File: config.mk
export PLATFORM = sky130hd
export DESIGN_NAME = copy_job_dispatcher_flat
export DESIGN_NICKNAME = d
export VERILOG_FILES = /design/src/rtl/copy_job_dispatcher_if.sv /design/src/rtl/copy_job_dispatcher.sv /design/src/flat_wrapper.sv
export SDC_FILE = /design/constraint.sdc
export NUM_CORES = 1
export LEC_CHECK = 0
export ABC_CLOCK_PERIOD_IN_PS = 5340
export CORE_UTILIZATION = 45
export CTS_CLUSTER_DIAMETER = 100
export DETAILED_ROUTE_END_ITERATION = 6
export PLACE_DENSITY = 0.66
export SYNTH_ARGS = -nofsm -noshare
export SYNTH_HDL_FRONTEND = slang
export SYNTH_SLANG_ARGS = --single-unit
File: constraint.sdc
create_clock -name clk_2 -period 5.34 [get_ports clk_2]
set_input_delay 1.335 -clock clk_2 [delete_from_list [all_inputs] [get_ports clk_2]]
set_output_delay 1.335 -clock clk_2 [all_outputs]
set_load 0.05 [all_outputs]
File: src/rtl/copy_job_dispatcher_if.sv
// Bundle of the dispatcher's switch, FIFO-status and engine handshake signals.
// Handshake: page_req is held high by the dispatcher while it wants a page;
// a page is transferred on a rising clk_2 edge where page_req and page_ack are
// both high. page_ack is ignored whenever page_req is low.
interface copy_job_dispatcher_if #(
    parameter int QTY_BITS  = 2,
    parameter int DONE_BITS = 4
);
    logic                 start_raw;
    logic [QTY_BITS-1:0]  qty_in;
    logic                 cancel;
    logic                 fault;
    logic                 page_ack;
    logic                 page_req;
    logic [QTY_BITS-1:0]  pages_left;
    logic                 busy;
    logic                 q_empty;
    logic                 q_full;
    logic                 drop;
    logic [DONE_BITS-1:0] jobs_done;
    logic [2:0]           state_dbg;

    // Dispatcher side
    modport master (
        input  start_raw, qty_in, cancel, fault, page_ack,
        output page_req, pages_left, busy, q_empty, q_full, drop, jobs_done, state_dbg
    );

    // Switch panel / engine side
    modport slave (
        output start_raw, qty_in, cancel, fault, page_ack,
        input  page_req, pages_left, busy, q_empty, q_full, drop, jobs_done, state_dbg
    );
endinterface

File: src/rtl/copy_job_dispatcher.sv
// Copy job dispatcher: debounces the start switch, queues page counts in a
// small FIFO and feeds pages one at a time to the copier engine.
// state_dbg encoding: IDLE=0 LOAD=1 REQ=2 GAP=3 PAUSE=4 DONE=5.
module copy_job_dispatcher #(
    parameter int QTY_BITS   = 2,
    parameter int DEPTH      = 4,
    parameter int DEB_CYCLES = 3,
    parameter int DONE_BITS  = 4
) (
    input  logic                         clk_2,
    input  logic                         reset,
    copy_job_dispatcher_if.master        bus
);
    localparam int PW = $clog2(DEPTH);
    localparam int CW = PW + 1;
    localparam int DW = $clog2(DEB_CYCLES + 1);

    typedef enum logic [2:0] {
        IDLE  = 3'd0,
        LOAD  = 3'd1,
        REQ   = 3'd2,
        GAP   = 3'd3,
        PAUSE = 3'd4,
        DONE  = 3'd5
    } state_t;

    logic                 sync1, sync2;
    logic [DW-1:0]        deb_cnt;
    logic                 start_pulse;
    logic [QTY_BITS-1:0]  mem [DEPTH];
    logic [PW-1:0]        wr_ptr, rd_ptr;
    logic [CW-1:0]        count;
    logic                 q_empty_w, q_full_w;
    logic                 push_req, push, pop;
    state_t               state, state_n;
    logic [QTY_BITS-1:0]  pages_left_r, pages_left_n;
    logic [DONE_BITS-1:0] jobs_done_r;
    logic                 done_inc;
    logic                 req;

    // Two-flop synchronizer for the asynchronous start switch
    always_ff @(posedge clk_2 or posedge reset) begin
        if (reset) begin
            sync1 <= 1'b0;
            sync2 <= 1'b0;
        end else begin
            sync1 <= bus.start_raw;
            sync2 <= sync1;
        end
    end

    // Debounce: count stable-high samples, saturate, pulse once on reaching the threshold
    always_ff @(posedge clk_2 or posedge reset) begin
        if (reset) begin
            deb_cnt     <= '0;
            start_pulse <= 1'b0;
        end else begin
            start_pulse <= sync2 && (deb_cnt == DW'(DEB_CYCLES - 1));
            if (!sync2)
                deb_cnt <= '0;
            else if (deb_cnt != DW'(DEB_CYCLES))
                deb_cnt <= deb_cnt + DW'(1);
        end
    end

    assign q_empty_w = (count == '0);
    assign q_full_w  = (count == CW'(DEPTH));
    assign push_req  = start_pulse && (bus.qty_in != '0);
    // A full FIFO rejects the job even if the head is popped in the same cycle
    assign push      = push_req && !q_full_w;

    // Job FIFO storage (no reset needed; validity is tracked by count)
    always_ff @(posedge clk_2) begin
        if (push)
            mem[wr_ptr] <= bus.qty_in;
    end

    // FIFO pointers and occupancy
    always_ff @(posedge clk_2 or posedge reset) begin
        if (reset) begin
            wr_ptr <= '0;
            rd_ptr <= '0;
            count  <= '0;
        end else begin
            if (push)
                wr_ptr <= wr_ptr + PW'(1);
            if (pop)
                rd_ptr <= rd_ptr + PW'(1);
            case ({push, pop})
                2'b10:   count <= count + CW'(1);
                2'b01:   count <= count - CW'(1);
                default: count <= count;
            endcase
        end
    end

    // Dispatcher state, page counter and completed-job counter
    always_ff @(posedge clk_2 or posedge reset) begin
        if (reset) begin
            state        <= IDLE;
            pages_left_r <= '0;
            jobs_done_r  <= '0;
        end else begin
            state        <= state_n;
            pages_left_r <= pages_left_n;
            if (done_inc)
                jobs_done_r <= jobs_done_r + DONE_BITS'(1);
        end
    end

    // Next-state, pop and page request; fault outranks ack, cancel outranks everything
    always_comb begin
        state_n      = state;
        pages_left_n = pages_left_r;
        done_inc     = 1'b0;
        pop          = 1'b0;
        req          = 1'b0;
        case (state)
            IDLE: begin
                if (!q_empty_w && !bus.fault) begin
                    pop          = 1'b1;
                    pages_left_n = mem[rd_ptr];
                    state_n      = LOAD;
                end
            end
            LOAD: state_n = REQ;
            REQ: begin
                if (bus.fault) begin
                    state_n = PAUSE;
                end else begin
                    req = 1'b1;
                    if (bus.page_ack) begin
                        pages_left_n = pages_left_r - QTY_BITS'(1);
                        state_n      = GAP;
                    end
                end
            end
            GAP:   state_n = (pages_left_r == '0) ? DONE : REQ;
            PAUSE: if (!bus.fault) state_n = REQ;
            DONE: begin
                done_inc     = 1'b1;
                pages_left_n = '0;
                state_n      = IDLE;
            end
            default: state_n = IDLE;
        endcase
        if (bus.cancel && (state != IDLE)) begin
            state_n      = IDLE;
            pages_left_n = '0;
            req          = 1'b0;
            done_inc     = 1'b0;
        end
    end

    assign bus.page_req   = req;
    assign bus.pages_left = pages_left_r;
    assign bus.busy       = (state != IDLE);
    assign bus.q_empty    = q_empty_w;
    assign bus.q_full     = q_full_w;
    assign bus.drop       = push_req && q_full_w;
    assign bus.jobs_done  = jobs_done_r;
    assign bus.state_dbg  = state;
endmodule

File: src/flat_wrapper.sv
// flat-port wrapper written by rule: the top's interface ports become plain ports
module copy_job_dispatcher_flat 
#(
    parameter int QTY_BITS   = 2,
    parameter int DEPTH      = 4,
    parameter int DEB_CYCLES = 3,
    parameter int DONE_BITS  = 4
)
  (clk_2, reset, bus_start_raw, bus_qty_in, bus_cancel, bus_fault, bus_page_ack, bus_page_req, bus_pages_left, bus_busy, bus_q_empty, bus_q_full, bus_drop, bus_jobs_done, bus_state_dbg);
  copy_job_dispatcher_if #(.QTY_BITS(QTY_BITS), .DONE_BITS(DONE_BITS)) bus_i ();
  input  logic clk_2;
  input  logic reset;
  input wire logic [$bits(bus_i.start_raw)-1:0] bus_start_raw;
  input wire logic [$bits(bus_i.qty_in)-1:0] bus_qty_in;
  input wire logic [$bits(bus_i.cancel)-1:0] bus_cancel;
  input wire logic [$bits(bus_i.fault)-1:0] bus_fault;
  input wire logic [$bits(bus_i.page_ack)-1:0] bus_page_ack;
  output wire logic [$bits(bus_i.page_req)-1:0] bus_page_req;
  output wire logic [$bits(bus_i.pages_left)-1:0] bus_pages_left;
  output wire logic [$bits(bus_i.busy)-1:0] bus_busy;
  output wire logic [$bits(bus_i.q_empty)-1:0] bus_q_empty;
  output wire logic [$bits(bus_i.q_full)-1:0] bus_q_full;
  output wire logic [$bits(bus_i.drop)-1:0] bus_drop;
  output wire logic [$bits(bus_i.jobs_done)-1:0] bus_jobs_done;
  output wire logic [$bits(bus_i.state_dbg)-1:0] bus_state_dbg;
  assign bus_i.start_raw = bus_start_raw;
  assign bus_i.qty_in = bus_qty_in;
  assign bus_i.cancel = bus_cancel;
  assign bus_i.fault = bus_fault;
  assign bus_i.page_ack = bus_page_ack;
  assign bus_page_req = bus_i.page_req;
  assign bus_pages_left = bus_i.pages_left;
  assign bus_busy = bus_i.busy;
  assign bus_q_empty = bus_i.q_empty;
  assign bus_q_full = bus_i.q_full;
  assign bus_drop = bus_i.drop;
  assign bus_jobs_done = bus_i.jobs_done;
  assign bus_state_dbg = bus_i.state_dbg;
  copy_job_dispatcher #(.QTY_BITS(QTY_BITS), .DEPTH(DEPTH), .DEB_CYCLES(DEB_CYCLES), .DONE_BITS(DONE_BITS)) u_core (.clk_2(clk_2), .reset(reset), .bus(bus_i));
endmodule
==> results_dict.tcl, run 1 <==
set metrics [dict create \
    status "finished clean" \
    post_drt_via_cell_ratio 4.94 \
    synth.area.top_cells "dfrtp_1 34%, edfxtp_1 16%, ha_1 7.4%" \
    r2r_cells 8 \
    switching_share_pct 40.9 \
    overflow 0 \
    antenna_cells 0 \
    path_max_fanout 10 \
    drive_gt1_share_pct 13.3 \
    die_w_um 60.2 \
    drc 0 \
    critPathArrivalTime_ns 3.39 \
    cts_made_buffers 5 \
    nets 167 \
    hold_end "u_core.sync2" \
    finalHoldViolCount 0 \
    ctsHoldBuffers 0 \
    power_frac_seq_pct 36.9 \
    grt_pass1_wl_um 4070 \
    synth.area.mux_share_pct 5.74 \
    ant_nets 0 \
    setup_tns_ns 0 \
    hpwl_um 1800 \
    finalWorstSetupSlack_ns 0.613 \
    leakagePower_nw 0.757 \
    cts-root-buf "clkbuf_4" \
    max_slew_margin_pct 48.5 \
    core-area_um2 3130 \
    worstMarginPinSlew_ns 0.771 \
    power_frac_clock_pct 17.6 \
    die_h_um 60.2 \
    r2r_slack_ns 2.88 \
    skew_ns 0.0121 \
    synth.avg_cell_area_um2 12.1 \
    hold_depth 0 \
    crit_path_start_kind "primary input" \
    rows 20 \
    post_drt_wl_per_cell_um 12.4 \
    hp-start "u_core.sync1" \
    hold_class "flop to flop" \
    synth-simple-area-share_pct 17.1 \
    ys_types 41 \
    period_needed_ns 4.73 \
    worstSetupPathType "primary input to output port" \
    fmax_mhz 212 \
    crit_start "bus_cancel" \
    dieArea_um2 3630 \
    clk_pin_slew_ns 0.09 \
    slew_viol_final 0 \
    vias 959 \
    final.period_utilization_pct 88.5 \
    critPathRequiredTime_ns 4.01 \
    clock_path_buffers 2 \
    rsz0062_at_grt "no" \
    power_frac_comb_pct 45.5 \
    grt.total_usage_pct 16.3 \
    postCtsSetupBuffers 0 \
    post-place-ws_ns 0.606 \
    maxCapViolations 0 \
    cts_resized 0 \
    yosys.area.top_type_share_pct 34.5 \
    cts_tree "done" \
    synth_cells 126 \
    antenna_found_initial 0 \
    start_util_pct 48.8 \
    p_switching_w 0.000397 \
    most-common-layout-cells "21 x clkdlybuf4s50_1, 21 x dfrtp_1, 9 x inv_1, 9 x ha_1, 8 x edfxtp_1" \
    first_pass_iters 4 \
    yosysTopAreaCell "dfrtp_1" \
    syn_nets 144 \
    ys_warn_count 0 \
    synth_xor_xnor_area_share_pct 6.32 \
    grt_pass1_vias 904 \
    intPower_w 0.000573 \
    setup_violations 0 \
    synth-compound-area-share_pct 7.38 \
    critPathCaptureType "output port" \
    ys_seq_area_share_pct 50.2 \
    grt_max_degree 22 \
    cts.sinks 29 \
    wl_um 2410 \
    p_per_area_nw_per_um2 529 \
    synthAdderAreaFrac_pct 8.70 \
    syn2layout_area_growth_pct 20.3 \
    timing.rr.end "u_core.count[2]" \
    clk_latency_ns 0.33 \
    ir_worst_vdd_uv 275 \
    cts_max_level 2 \
    netlist_area_um2 1530 \
    synth_top_family_by_area "simple AND/OR/NAND/NOR gates" \
    io_pins 22 \
    r2r-start "u_core.bus.state_dbg[0]" \
    synth_seq_cells 29 \
    drtIter0Drc 23 \
    globalplace.congestion 0.761 \
    io_buffers 21 \
]
through the flow:
stage          hold WS (ns)  std cells  area, um^2  power [W]  util [%]
2_1_floorplan         0.331        126        1530   0.000694         -
3_3_place_gp          0.344        186        1760   0.000802      56.2
3_5_place_dp          0.337        186        1760   0.000812      56.2
4_1_cts               0.369        194        1840   0.000987      58.7
5_1_grt               0.372        194        1840    0.00104      58.7
6_report              0.365        194        1840   0.000971      58.7
worst max-delay path by stage:
stage                   end  slack (ns)  cells after the start
5_1_grt        bus_page_req        0.56                      4
2_1_floorplan      bus_drop        0.89                      2
3_3_place_gp   bus_page_req        0.63                      4
3_5_place_dp   bus_page_req        0.61                      4
4_1_cts        bus_page_req        0.61                      4
6_report       bus_page_req        0.61                      4
metal layers:
layer	part of all wire, %	track usage [%]
met4	2.2	7.97
met3	5.1	6.93
met1	46	20.4
met5	0	0
met2	47	24.2
power by group through the flow:
stage                     Clock, W  Sequential, W  Combinational [W]
after floorplan                  0       0.000405           0.000289
after CTS                 0.000179       0.000359           0.000450
after detailed placement         0       0.000364           0.000449
final                     0.000171       0.000358           0.000442
after global routing      0.000187       0.000368           0.000486
after global placement           0       0.000360           0.000442
sequential cells by signal, summed over array words and instances (netlist names):
name and cells:
u_core.rd_ptr 2, u_core.sync1 1, u_core.bus.state_dbg 3, u_core.wr_ptr 2
u_core.sync2 1, u_core.count 3, u_core.deb_cnt 2, u_core.bus.pages_left 2
u_core.mem 8, u_core.start_pulse 1, u_core.bus.jobs_done 4
cell usage after synthesis:
master and number:
nor3b_1 2, a31oi_1 2, fa_1 1, a211oi_1 1, o22a_1 1, nand2b_1 3
a221oi_2 1, inv_2 1, nor3_1 2, mux4_2 2, nor3_2 1, nand4_1 1
mux2_2 2, xor2_1 5, or3_4 1, o22ai_2 1, xnor2_1 6, mux2i_1 2
o21ai_0 5, buf_6 1, ha_1 9, nor4b_1 1, nand4b_1 2, nor2_2 1
nand3b_1 1, inv_1 9, and2_1 7, o21bai_1 1, edfxtp_1 8, nor3b_2 1
dfrtp_1 21, or2b_1 1, nor2b_1 2, buf_2 4, nor3_4 1, a2111oi_0 1
or4b_4 1, nand2_1 5, nor2_1 5, and3_1 1, a21oi_1 3
cells by family (layout without fill, tap and decap cells):
group           Yosys count  in the layout
xor+xnor                 11             11
compound gates           16             16
buf+inv                  15             39
flops                    29             29
mux                       6              6
simple gates             39             39
fa+ha+maj                10             10
worst max-delay path, cell delays in order:
cell and delay [ns]:
clkdlybuf4s50_1 0.58, or4b_4 0.57, nor2_1 0.10, clkdlybuf4s50_1 0.81
final cells by class:
type	instances	area (um^2)
Fill cell	265	1290
Multi-Input combinational cell	82	691
Clock inverter	2	35.0
Sequential cell	29	766
Timing Repair Buffer	21	210
Clock buffer	6	41.3
Tap cell	44	55.1
Inverter	10	37.5
Note: power is estimated with default switching activity, not from simulation.
==> run 2: changes to the inputs <==
Settings changed: ABC_CLOCK_PERIOD_IN_PS 5340 to unset.
==> results of run 2 <==
Final layout, timing and power as in run 1 (identical DEF).
==> run 3: changes to the inputs <==
Settings changed: PLACE_DENSITY 0.66 to 0.69, REMOVE_ABC_BUFFERS set to 1.
Clock period 5.34 ns to 4.12 ns, I/O delays scaled along.
==> run 3 against run 2 <==
Compared with the run above:
- non-clock buffer count is the same
- via count grew 3.4%
- wire length grew 9.6%
- utilization shrank 0.64 points
- clock power shrank 6%
- clock skew shrank 0.0012 ns
- combinational power grew 33%
- worst hold slack lost 0.0070 ns
- power grew 25%
- global-route usage grew 2.1 points
- sequential share of layout area grew 0.46 points
==> results_dict.tcl, run 3 (synthesized netlist as in run 1, its figures left out) <==
set metrics [dict create \
    hold_class "flop to flop" \
    postCtsSetupBuffers 0 \
    drtIter0Drc 42 \
    worstSetupPathType "primary input to output port" \
    syn2layout_area_growth_pct 19.0 \
    fin_area_um2 1820 \
    max_slew_margin_pct 47.6 \
    drive_gt1_share_pct 13.3 \
    maxCapViolations 0 \
    cts_made_buffers 5 \
    crit_family "buffers and inverters" \
    setup_violations 0 \
    cts_resized 0 \
    p_switching_w 0.000528 \
    critPathCaptureType "output port" \
    start_util_pct 48.8 \
    clock_path_buffers 2 \
    p_per_area_nw_per_um2 668 \
    placed_area_um2 1770 \
    finalHoldViolCount 0 \
    cts_max_level 2 \
    switching_share_pct 43.6 \
    grt.total_usage_pct 18.4 \
    slowest_delay_ns 0.60 \
    final_common_cell "dfrtp_1" \
    nets 167 \
    post_drt_wl_per_cell_um 13.6 \
    cts.sinks 29 \
    skew_ns 0.0109 \
    crit_path_start_kind "primary input" \
    cts-root-buf "clkbuf_4" \
    largest_register_ff_count 8 \
    ant_nets 0 \
    leakagePower_nw 0.749 \
    power_w 0.00121 \
    hpwl_um 1970 \
    wl_um 2650 \
    cp_num_buf_inv 2 \
    final.period_utilization_pct 87.3 \
    first_pass_iters 4 \
    slew_viol_final 0 \
    setup_tns_ns 0 \
    power_frac_clock_pct 13.3 \
    status "finished clean" \
    power_frac_seq_pct 38.4 \
    hold-worst-slack_ns 0.358 \
    grt_pass1_wl_um 4610 \
    grt_max_degree 22 \
    overflow 0 \
    clk_pin_slew_ns 0.08 \
    die_w_um 60.2 \
    regMostFlops "u_core.mem" \
    path_max_fanout 10 \
    dieArea_um2 3630 \
    cts_tree "done" \
    most-common-layout-cells "21 x dfrtp_1, 19 x clkdlybuf4s50_1, 9 x inv_1, 9 x ha_1, 8 x edfxtp_1" \
    globalplace.congestion 0.834 \
    finalWorstSetupSlack_ns 0.523 \
    period_needed_ns 3.60 \
    io_buffers 21 \
    clk_latency_ns 0.33 \
    critPathSlowestCell "clkdlybuf4s50_1" \
    fmax_mhz 278 \
    vias 992 \
    die_h_um 60.2 \
    io_pins 22 \
    post_drt_via_cell_ratio 5.11 \
    critPathRequiredTime_ns 3.09 \
    ir_worst_vdd_uv 265 \
    antenna_cells 0 \
    worstPathCellList "clkdlybuf4s50_1 > or4b_4 > nor2_1 > buf_12" \
    drc 0 \
    intPower_w 0.000684 \
    power_frac_comb_pct 48.3 \
    rsz0062_at_grt "no" \
    grt_pass1_vias 1024 \
    rows 20 \
    core-area_um2 3130 \
    critPathArrivalTime_ns 2.57 \
    post-place-ws_ns 0.524 \
    antenna_found_initial 0 \
    worstMarginPinSlew_ns 0.785 \
    ctsHoldBuffers 0 \
]
[run 3: cell types whose count changed in the layout (fill, tap and decap cells not counted), sizes merged]
cell           delta
clkbuf            +1
clkdlybuf4s50     -2
buf               +2
bufinv            -1
[run 3: per-layer routing]
layer | share of wire (%) | global-route usage, %
met1 | 44 | 20.8
met2 | 50 | 30.5
met3 | 4.5 | 7.36
met4 | 1.5 | 7.97
met5 | 0 | 0
[run 3: cell type report]
class | count | area (um^2)
clock inverter | 1 | 3.75
fill | 275 | 1310
sequential | 29 | 766
tap | 44 | 55.1
clock buffer | 7 | 45.0
inverter | 10 | 37.5
multi-input combinational | 82 | 691
timing repair buffer | 21 | 218
[run 3: worst paths after layout]
check,slack [ns],cells after the start,from,endpoint
setup / recovery,0.52,4,bus_cancel,bus_page_req
hold / removal,0.36,0,u_core.sync1,u_core.sync2
setup reg to reg,1.58,8,u_core.bus.state_dbg[0],u_core.count[2]
max in group asynchronous,2.48,2,reset,u_core.bus.state_dbg[0]
min in group asynchronous,1.13,2,reset,u_core.count[2]
hold reg to reg,0.36,0,u_core.sync1,u_core.sync2
[run 3: power by group through the flow]
| stage | clock (W) | sequential, W | combinational (W) |
|---|---|---|---|
| 6_report | 0.000161 | 0.000465 | 0.000586 |
| 2_1_floorplan | 0 | 0.000540 | 0.000348 |
| 4_1_cts | 0.000169 | 0.000465 | 0.000591 |
| 3_5_place_dp | 0 | 0.000470 | 0.000590 |
| 5_1_grt | 0.000181 | 0.000481 | 0.000640 |
| 3_3_place_gp | 0 | 0.000463 | 0.000571 |
[run 3: metrics by stage]
| step | util [%] | instances |
|---|---|---|
| finish | 58.0 | 194 |
| global route | 58.0 | 194 |
| CTS | 58.0 | 194 |
| detailed placement | 56.5 | 186 |
| global placement | 56.5 | 186 |
| floorplan | - | 121 |
